$ cat src/rtl/frame_rx_controller_pkg.sv
// Shared types and frame geometry for the serial frame receiver.
package frame_rx_controller_pkg;

    typedef enum logic [1:0] {
        ST_IDLE    = 2'd0,
        ST_RECEIVE = 2'd1,
        ST_HOLD    = 2'd2
    } rx_state_t;

    localparam int FRAME_BITS = 11;
    localparam int DATA_BITS  = 8;

    // Bit-counter values at which the parity and stop bits are sampled
    localparam logic [3:0] STOP_BIT_INDEX   = 4'(FRAME_BITS - 1);
    localparam logic [3:0] PARITY_BIT_INDEX = 4'(FRAME_BITS - 2);

endpackage

$ cat src/rtl/sync_edge_detect.sv
// Multi-stage synchronizer for an asynchronous line plus a falling-edge pulse.
module sync_edge_detect #(
    parameter int SYNC_STAGES = 2
) (
    input  logic i_clk,
    input  logic i_reset,
    input  logic i_async,
    output logic o_fall
);

    logic [SYNC_STAGES-1:0] r_sync;
    logic                   r_prev;

    // Line idles high, so the chain and edge history reset to 1
    always_ff @(posedge i_clk) begin
        if (i_reset) begin
            r_sync <= '1;
            r_prev <= 1'b1;
        end else begin
            r_sync <= {r_sync[SYNC_STAGES-2:0], i_async};
            r_prev <= r_sync[SYNC_STAGES-1];
        end
    end

    assign o_fall = r_prev & ~r_sync[SYNC_STAGES-1];

endmodule

$ cat src/rtl/frame_rx_controller.sv
// Receives 11-bit start/data/parity/stop frames sampled on serial clock falling edges.
// Optional odd-parity checking is enabled by defining FRAME_RX_PARITY_CHECK_EN.
//
// state      | meaning
// -----------+------------------------------------------------------------
// ST_IDLE    | waiting for a falling edge with data 0 (start bit)
// ST_RECEIVE | shifting data, parity and stop bits; idle-cycle timeout armed
// ST_HOLD    | frame presented on outputs until the consumer acknowledges
module frame_rx_controller
    import frame_rx_controller_pkg::*;
#(
    parameter logic [15:0] TIMEOUT_CYCLES = 16'd50000,
    parameter int          SYNC_STAGES    = 2
) (
    input  logic                 i_control_clock,
    input  logic                 i_reset,
    input  logic                 i_serial_clock,
    input  logic                 i_debounced_data,
    input  logic                 i_frame_ack,
    output logic [DATA_BITS-1:0] o_parallel_data_output,
    output logic                 o_frame_valid,
    output logic                 o_parity_error,
    output logic                 o_frame_error,
    output logic                 o_overrun,
    output logic                 o_busy
);

    logic                   w_fall;
    logic                   w_data;
    logic [SYNC_STAGES-1:0] r_data_sync;

    rx_state_t              r_state;
    rx_state_t              w_state_next;
    logic [3:0]             r_bit_cnt;
    logic [15:0]            r_timer;
    logic [DATA_BITS-1:0]   r_shift;
    logic [DATA_BITS-1:0]   r_data_out;
    logic                   r_valid;
    logic                   r_frame_err;
    logic                   r_overrun;

    logic w_start;
    logic w_shift;
    logic w_accept;
    logic w_discard;
    logic w_timer_tick;
    logic w_ack;
    logic w_drop;

    sync_edge_detect #(
        .SYNC_STAGES (SYNC_STAGES)
    ) u_sclk_edge (
        .i_clk   (i_control_clock),
        .i_reset (i_reset),
        .i_async (i_serial_clock),
        .o_fall  (w_fall)
    );

    // Same depth as the clock chain so data lines up with the detected edge
    always_ff @(posedge i_control_clock) begin
        if (i_reset) begin
            r_data_sync <= '1;
        end else begin
            r_data_sync <= {r_data_sync[SYNC_STAGES-2:0], i_debounced_data};
        end
    end

    assign w_data = r_data_sync[SYNC_STAGES-1];

    always_ff @(posedge i_control_clock) begin
        if (i_reset) begin
            r_state <= ST_IDLE;
        end else begin
            r_state <= w_state_next;
        end
    end

    always_comb begin
        w_state_next = r_state;
        w_start      = 1'b0;
        w_shift      = 1'b0;
        w_accept     = 1'b0;
        w_discard    = 1'b0;
        w_timer_tick = 1'b0;
        w_ack        = 1'b0;
        w_drop       = 1'b0;
        case (r_state)
            ST_IDLE: begin
                if (w_fall && !w_data) begin
                    w_state_next = ST_RECEIVE;
                    w_start      = 1'b1;
                end
            end
            ST_RECEIVE: begin
                // An edge always beats a coincident timeout
                if (w_fall) begin
                    if (r_bit_cnt == STOP_BIT_INDEX) begin
                        if (w_data) begin
                            w_state_next = ST_HOLD;
                            w_accept     = 1'b1;
                        end else begin
                            w_state_next = ST_IDLE;
                            w_discard    = 1'b1;
                        end
                    end else if (r_bit_cnt < PARITY_BIT_INDEX) begin
                        w_shift = 1'b1;
                    end
                end else if (r_timer <= 16'd1) begin
                    w_state_next = ST_IDLE;
                    w_discard    = 1'b1;
                end else begin
                    w_timer_tick = 1'b1;
                end
            end
            ST_HOLD: begin
                if (i_frame_ack) begin
                    w_state_next = ST_IDLE;
                    w_ack        = 1'b1;
                end else if (w_fall && !w_data) begin
                    w_drop = 1'b1;
                end
            end
            default: begin
                w_state_next = ST_IDLE;
            end
        endcase
    end

    always_ff @(posedge i_control_clock) begin
        if (i_reset) begin
            r_bit_cnt   <= '0;
            r_timer     <= '0;
            r_shift     <= '0;
            r_data_out  <= '0;
            r_valid     <= 1'b0;
            r_frame_err <= 1'b0;
            r_overrun   <= 1'b0;
        end else begin
            r_frame_err <= w_discard;

            if (w_state_next != ST_RECEIVE) begin
                r_bit_cnt <= '0;
            end else if (w_start) begin
                r_bit_cnt <= 4'd1;
            end else if (w_fall) begin
                r_bit_cnt <= r_bit_cnt + 4'd1;
            end

            // Down-counter reloaded on every edge; terminal count ends the frame
            if (w_state_next != ST_RECEIVE) begin
                r_timer <= '0;
            end else if (w_fall) begin
                r_timer <= TIMEOUT_CYCLES - 16'd1;
            end else if (w_timer_tick) begin
                r_timer <= r_timer - 16'd1;
            end

            if (w_start) begin
                r_shift <= '0;
            end else if (w_shift) begin
                r_shift <= {w_data, r_shift[DATA_BITS-1:1]};
            end

            if (w_accept) begin
                r_data_out <= r_shift;
                r_valid    <= 1'b1;
            end else if (w_ack) begin
                r_valid <= 1'b0;
            end

            if (w_ack) begin
                r_overrun <= 1'b0;
            end else if (w_drop) begin
                r_overrun <= 1'b1;
            end
        end
    end

`ifdef FRAME_RX_PARITY_CHECK_EN
    logic r_parity_bit;
    logic r_parity_err;

    always_ff @(posedge i_control_clock) begin
        if (i_reset) begin
            r_parity_bit <= 1'b0;
            r_parity_err <= 1'b0;
        end else begin
            if (w_fall && (r_state == ST_RECEIVE) && (r_bit_cnt == PARITY_BIT_INDEX)) begin
                r_parity_bit <= w_data;
            end
            if (w_accept) begin
                r_parity_err <= ~(^{r_shift, r_parity_bit});
            end
        end
    end

    assign o_parity_error = r_parity_err;
`else
    assign o_parity_error = 1'b0;
`endif

    assign o_parallel_data_output = r_data_out;
    assign o_frame_valid          = r_valid;
    assign o_frame_error          = r_frame_err;
    assign o_overrun              = r_overrun;
    assign o_busy                 = (r_state == ST_RECEIVE);

endmodule

$ cat config.mk
export PLATFORM = sky130hd
export DESIGN_NAME = frame_rx_controller
export DESIGN_NICKNAME = d
export VERILOG_FILES = /design/src/rtl/frame_rx_controller_pkg.sv /design/src/rtl/sync_edge_detect.sv /design/src/rtl/frame_rx_controller.sv
export SDC_FILE = /design/constraint.sdc
export NUM_CORES = 1
export LEC_CHECK = 0
export ABC_AREA = 1
export ABC_CLOCK_PERIOD_IN_PS = 1500
export CAP_MARGIN = 40
export CORE_UTILIZATION = 50
export DETAILED_ROUTE_END_ITERATION = 8
export GPL_TIMING_DRIVEN = 0
export PLACE_DENSITY_LB_ADDON = 0.05
export SETUP_SLACK_MARGIN = 0.15
export SYNTH_ARGS = -nofsm -noshare
export SYNTH_HDL_FRONTEND = slang
export SYNTH_SLANG_ARGS = --single-unit
export TNS_END_PERCENT = 5
$ cat constraint.sdc
create_clock -name i_control_clock -period 1.5 [get_ports i_control_clock]
set_input_delay 0.45 -clock i_control_clock [delete_from_list [all_inputs] [get_ports i_control_clock]]
set_output_delay 0.45 -clock i_control_clock [all_outputs]
set_load 0.05 [all_outputs]
* Word level (Yosys, flattened, before mapping)
Cells that the tools add are included.
** Cells by class
- Multiplexer cells :: 34
- Bitwise logic cells :: 3
- Reduce and logical (&&, ||, !) cells :: 12
- Add/sub/neg operators :: 2
- Multipliers :: 0
- Divide/modulo/power cells :: 0
- Shifts and indexed selects :: 0
- Equal/unequal tests :: 4
- Order comparisons :: 2
** Operator list (count)
- 2-to-1 mux 16 bit :: 2
- 2-to-1 mux 1 bit :: 25
- <= comparator 16 x 1 -> 1 bit (second input constant) :: 1
- subtractor 16 x 1 -> 16 bit (second input constant) :: 1
- 2-to-1 mux 2 bit :: 6
- OR reduction 2 bit :: 4
- case mux 2 bit (3 select lines) :: 1
- nonzero test 2 bit :: 3
- OR reduction 3 bit :: 2
- adder 4 x 1 -> 4 bit (second input constant) :: 1
- equality test 4 bit (second input constant) :: 1
- < comparator 4 bit (second input constant) :: 1
- equality test 2 x 1 -> 1 bit (second input constant) :: 1
- equality test 2 bit (second input constant) :: 1
- zero test 2 bit :: 1
- inequality test 2 x 1 -> 1 bit (second input constant) :: 1
- NOT 1 bit :: 2
- AND 1 bit :: 1
- logical AND 1 bit :: 1
- zero test 1 bit :: 1
** Storage, ports and cells
- Output and inout bits :: 13
- Memories :: 0
- Bits of input ports :: 5
- Latch bits :: 0
- ROM bits :: 0
- Register bits :: 46
- Memory bits (writable) :: 0
- Word-level logic and storage cells :: 70

* Depth between registers and ports, before layout
- Word-level depth :: 7
- Depth in mapped cells :: 13
- Gate-level depth less buffers :: 13

* Cells and area by module
A second synthesis with hierarchy kept.
** Second synthesis, totals
- Cell total of the unflattened synthesis :: 320
- Area total of the unflattened synthesis :: 2323.5 um^2
** By module, submodules not included
- frame_rx_controller :: area an instance 2229.6 um^2, seq. area each 860.8 um^2, instances 1, cells each 308
- sync_edge_detect :: area an instance 93.8 um^2, seq. area each 60.1 um^2, instances 1, cells each 12

* Least setup slack after synthesis
Ideal clock, no wire load.
- Path kind :: flip-flop to flip-flop
- From :: register r_timer[0]
- To :: register r_timer[6]
- Path buffers :: 0
- Data required time :: 1.392 ns
- Stages on the path, launching flop included :: 14
- Slack :: -0.066 ns
- Setup time :: 0.108 ns
- Arrival time :: 1.458 ns
- Clock period less this slack :: 1.566 ns
- Cell sequence :: dfxtp_1 -> inv_1 -> ha_1 -> inv_2 -> nand2_1 -> nand2_1 -> nor2_4 -> nand2_4 -> nand2_8 -> nand3_4 -> nand2_4 -> inv_2 -> nand2_1 -> inv_2
** On the way
- Longest elaborated chain between the ends :: 6
- Elaborated cells on any way between the ends :: 13
- Those cells by class :: add/sub: 1; order compare: 1; eq/ne: 1; mux: 8; reduce/logical: 2
** Ends and longest elaborated chain
- start, declared :: line frame_rx_controller.sv:35 : logic [15:0] r_timer;
- start signal, assigned :: line frame_rx_controller.sv:153 : r_timer <= TIMEOUT_CYCLES - 16'd1;
- start signal, assigned :: line frame_rx_controller.sv:155 : r_timer <= r_timer - 16'd1;
- <= comparator 16 x 1 -> 1 bit :: line frame_rx_controller.sv:108 : end else if (r_timer <= 16'd1) begin
- 2-to-1 mux 2 bit :: line frame_rx_controller.sv:108
- 2-to-1 mux 2 bit :: line frame_rx_controller.sv:96 : if (w_fall) begin
- case mux 2 bit (3 select lines) :: line frame_rx_controller.sv:87 : case (r_state)
- inequality test 2 x 1 -> 1 bit :: line frame_rx_controller.sv:150 : if (w_state_next != ST_RECEIVE) begin
- OR reduction 2 bit (no source line)
Parallel ways exist; a longest one is shown, timed or not. The select of a mux whose other input is x is not followed.
A chain may end at the register's enable or synchronous reset.

* Final worst setup path
Same ends and word-level chain as after synthesis.

==> flow_summary.yaml <==
synthesis:
  synthDistinctLibCells: 32
  synth_top_area_cell: "dfxtp_1"
  synth_top_area_frac: 0.399
  seq_area_frac_synth: 0.399
  syn_area_sq_um: 2310
  ys.flop_type: "dfxtp_1"
  postSynthAreaPerCell_sq_um: 7.52
  ys_ff_latch: 46
  synth_common_cells: "61 x nand2_1, 46 x dfxtp_1, 38 x nor2_1, 34 x inv_1"
  synthArstFlopShare: 0
  yosysMostFrequentCell: "nand2_1"
  yosys_warnings: 0
  synth_edf_count: 0
  syn-num-nets: 317
  syn_inst: 307
  yosys-top-cells-area: "dfxtp_1 40%, nand2_1 9.9%, nor2_1 6.2%"
die:
  coreArea_sq_um: 4380
  fp.dieW_microns: 70.0
  start_util: 0.527
  ios: 18
  die_area_sq_um: 4900
  rows: 24
  die_y_microns: 70.0
sta:
  final.setup_skew_ns: 0.0124
  fmax_mhz: 659
  timing.final.crit_share: 1.01
  finalMaxSlewViolations: 0
  hold_violations: 0
  worst_slack_ns: -0.0180
  setup_viol: 9
  period_needed_ns: 1.52
  rsz0062_at_grt: "yes"
route:
  routed_via_density: 4.98
  antenna_left: 0
  route.met3.wl_microns: 109
  wl_met2_microns: 2570
  drt_iter0_drc: 129
  via_count: 2000
  wl_met1_microns: 2230
  dr.pass1.iters: 3
  wire_per_inst_microns: 12.4
  finalWirelength_microns: 4990
  top_layer: "met4"
  drcViolationCount: 0
clock_network:
  insertion_delay_ns: 0.30
  path_clk_slew_ns: 0.09
  cts_hold_buf: 0
  ctsHtreeMaxLevel: 2
  cts.root.buffer_cell: "clkbuf_8"
  cts_tree: "done"
  cts_sinks: 46
  numCtsBuffers: 5
  cts_buffer_depth: 2
place:
  place_hpwl_microns: 3310
  io_buffers: 16
  gp_congestion: 0.847
  place_ws_ns: -0.293
critical_path:
  worstRegToRegCells: 13
  required_ns: 1.69
  worstReg2RegEnd: "r_timer[6]$_SDFFE_PP0P_"
  r2r_slack_ns: -0.02
  cp_max_fo: 7
  crit_end: "r_timer[6]$_SDFFE_PP0P_"
  rr_startpoint: "r_timer[0]$_SDFFE_PP0P_"
  start_kind: "flop"
  critPathLaunch: "r_timer[0]$_SDFFE_PP0P_"
  cp.arrival_ns: 1.71
  crit_type: "flop to flop"
  endpoint_kind: "flop"
layout:
  fin_util: 0.668
  drive_gt1_frac: 0.323
  area_delta_synth_final_pct: 26.9
  diodes: 0
  fin_nets: 360
global_routing:
  grt_pass1_wl_microns: 8710
  antenna_found_initial: 0
  first_global_vias: 1971
  grt_overflow: 0
  grtUsageTotal: 0.224
  grt_max_degree: 14
pwr:
  peakVddDrop_mv: 0.531
  power_density_nw_per_um2: 696
  pwr-share-clk: 0.358
  combPwrFrac: 0.041
  swShare: 0.228
  internal_power_uw: 1570
  p_switching_uw: 466
  seqPwrFrac: 0.601
  leakagePower_uw: 0.00130
status:
  outcome: "finished with violations"
  violations: "negative setup slack"
run:
  drv_cap: 0
min_path:
  holdCritPathClass: "flop to flop"
==> cell families after synthesis <==
group / Yosys count / synth area share
adders and majority gates: 5 / 0.0271
buffers and inverters: 48 / 0.0888
AOI/OAI and AO/OA: 46 / 0.118
and+or+nand+nor: 153 / 0.336
DFF: 46 / 0.399
other: 1 / 0.00162
xor gates and xnor gates: 8 / 0.0303
==> state kept, by name, summed over array words and instances, names as in the netlist <==
signal                  count
o_frame_valid               1
r_bit_cnt                   4
r_shift                     8
u_sclk_edge.r_prev          1
r_data_sync                 2
u_sclk_edge.r_sync          2
r_timer                    16
o_parallel_data_output      8
o_frame_error               1
o_overrun                   1
r_state                     2
==> critical path, cell delays in order (launching register included) <==
cell	delay (ns)
dfxtp_4	0.37
inv_4	0.06
ha_4	0.12
inv_2	0.04
nand2_2	0.05
nand2_2	0.06
nor2_4	0.14
nand2_4	0.09
nand2_8	0.10
nand3_4	0.10
nand2_4	0.12
inv_6	0.05
nand2_1	0.07
inv_2	0.03
==> what timing repair did <==
action,in CTS,in global routing
gates resized for setup,81,42
setup endpoints to repair,52,45
cloned,1,1
pin swaps,10,14
setup buffers,15,3
==> final cells by class <==
cell class / instances / area, sq um
multi-input cells: 213 / 1310
fillers: 381 / 1450
flip-flops and latches: 46 / 932
repair buffers: 36 / 320
clock inverters: 1 / 7.51
inverters: 41 / 166
plain buffers: 7 / 58.8
clock buffers: 6 / 72.6
well taps: 52 / 65.1
==> layout by cell type, fill, tap and decap left out, types with 6 or more instances in the layout <==
master / count
nand3_1: 21
buf_2: 7
nor2_1: 35
buf_4: 21
a211oi_2: 6
buf_6: 7
nand2_2: 7
nand2_1: 55
dfxtp_1: 41
inv_2: 10
o21ai_0: 12
a21oi_1: 20
inv_1: 27
nor2_2: 8
==> per-stage QoR <==
| step | total power, uW | cell area, sq um | setup TNS, ns | hold slack [ns] | instances |
|---|---|---|---|---|---|
| after floorplan | 1310 | 2320 | -0.149 | 0.389 | 307 |
| after global placement | 1330 | 2550 | -9.04 | 0.392 | 375 |
| after detailed placement | 1330 | 2550 | -9.36 | 0.396 | 375 |
| after CTS | 2060 | 2780 | -0.173 | 0.416 | 398 |
| after global routing | 2140 | 2930 | -2.10 | 0.431 | 402 |
| final | 2040 | 2930 | -0.0804 | 0.416 | 402 |
==> power groups by stage <==
stage | clock [uW] | combinational [uW] | sequential, uW
after floorplan | 0 | 54.0 | 1260
after global placement | 0 | 76.7 | 1260
after detailed placement | 0 | 77.1 | 1260
after CTS | 749 | 79.9 | 1230
after global routing | 815 | 94.2 | 1230
final | 730 | 84.0 | 1230
==> layer usage <==
metal / global-route usage / up-vias
met1: 0.271 / 908
met3: 0.0332 / 9
met2: 0.390 / 20
li1: - / 1063
met5: 0 / -
met4: 0.104 / 0
==> how the worst min path moves through the flow <==
stage                                                start  depth (start not counted)                          endpoint
final                     u_sclk_edge.r_sync[0]$_SDFF_PP1_                          1  u_sclk_edge.r_sync[1]$_SDFF_PP1_
after global routing      u_sclk_edge.r_sync[0]$_SDFF_PP1_                          1  u_sclk_edge.r_sync[1]$_SDFF_PP1_
after CTS                        r_data_sync[0]$_SDFF_PP1_                          1         r_data_sync[1]$_SDFF_PP1_
after detailed placement         r_data_sync[0]$_SDFF_PP1_                          1         r_data_sync[1]$_SDFF_PP1_
after global placement    u_sclk_edge.r_sync[0]$_SDFF_PP1_                          1  u_sclk_edge.r_sync[1]$_SDFF_PP1_
after floorplan                  r_data_sync[0]$_SDFF_PP1_                          1         r_data_sync[1]$_SDFF_PP1_
No activity file was read; power rests on OpenSTA's default activity.
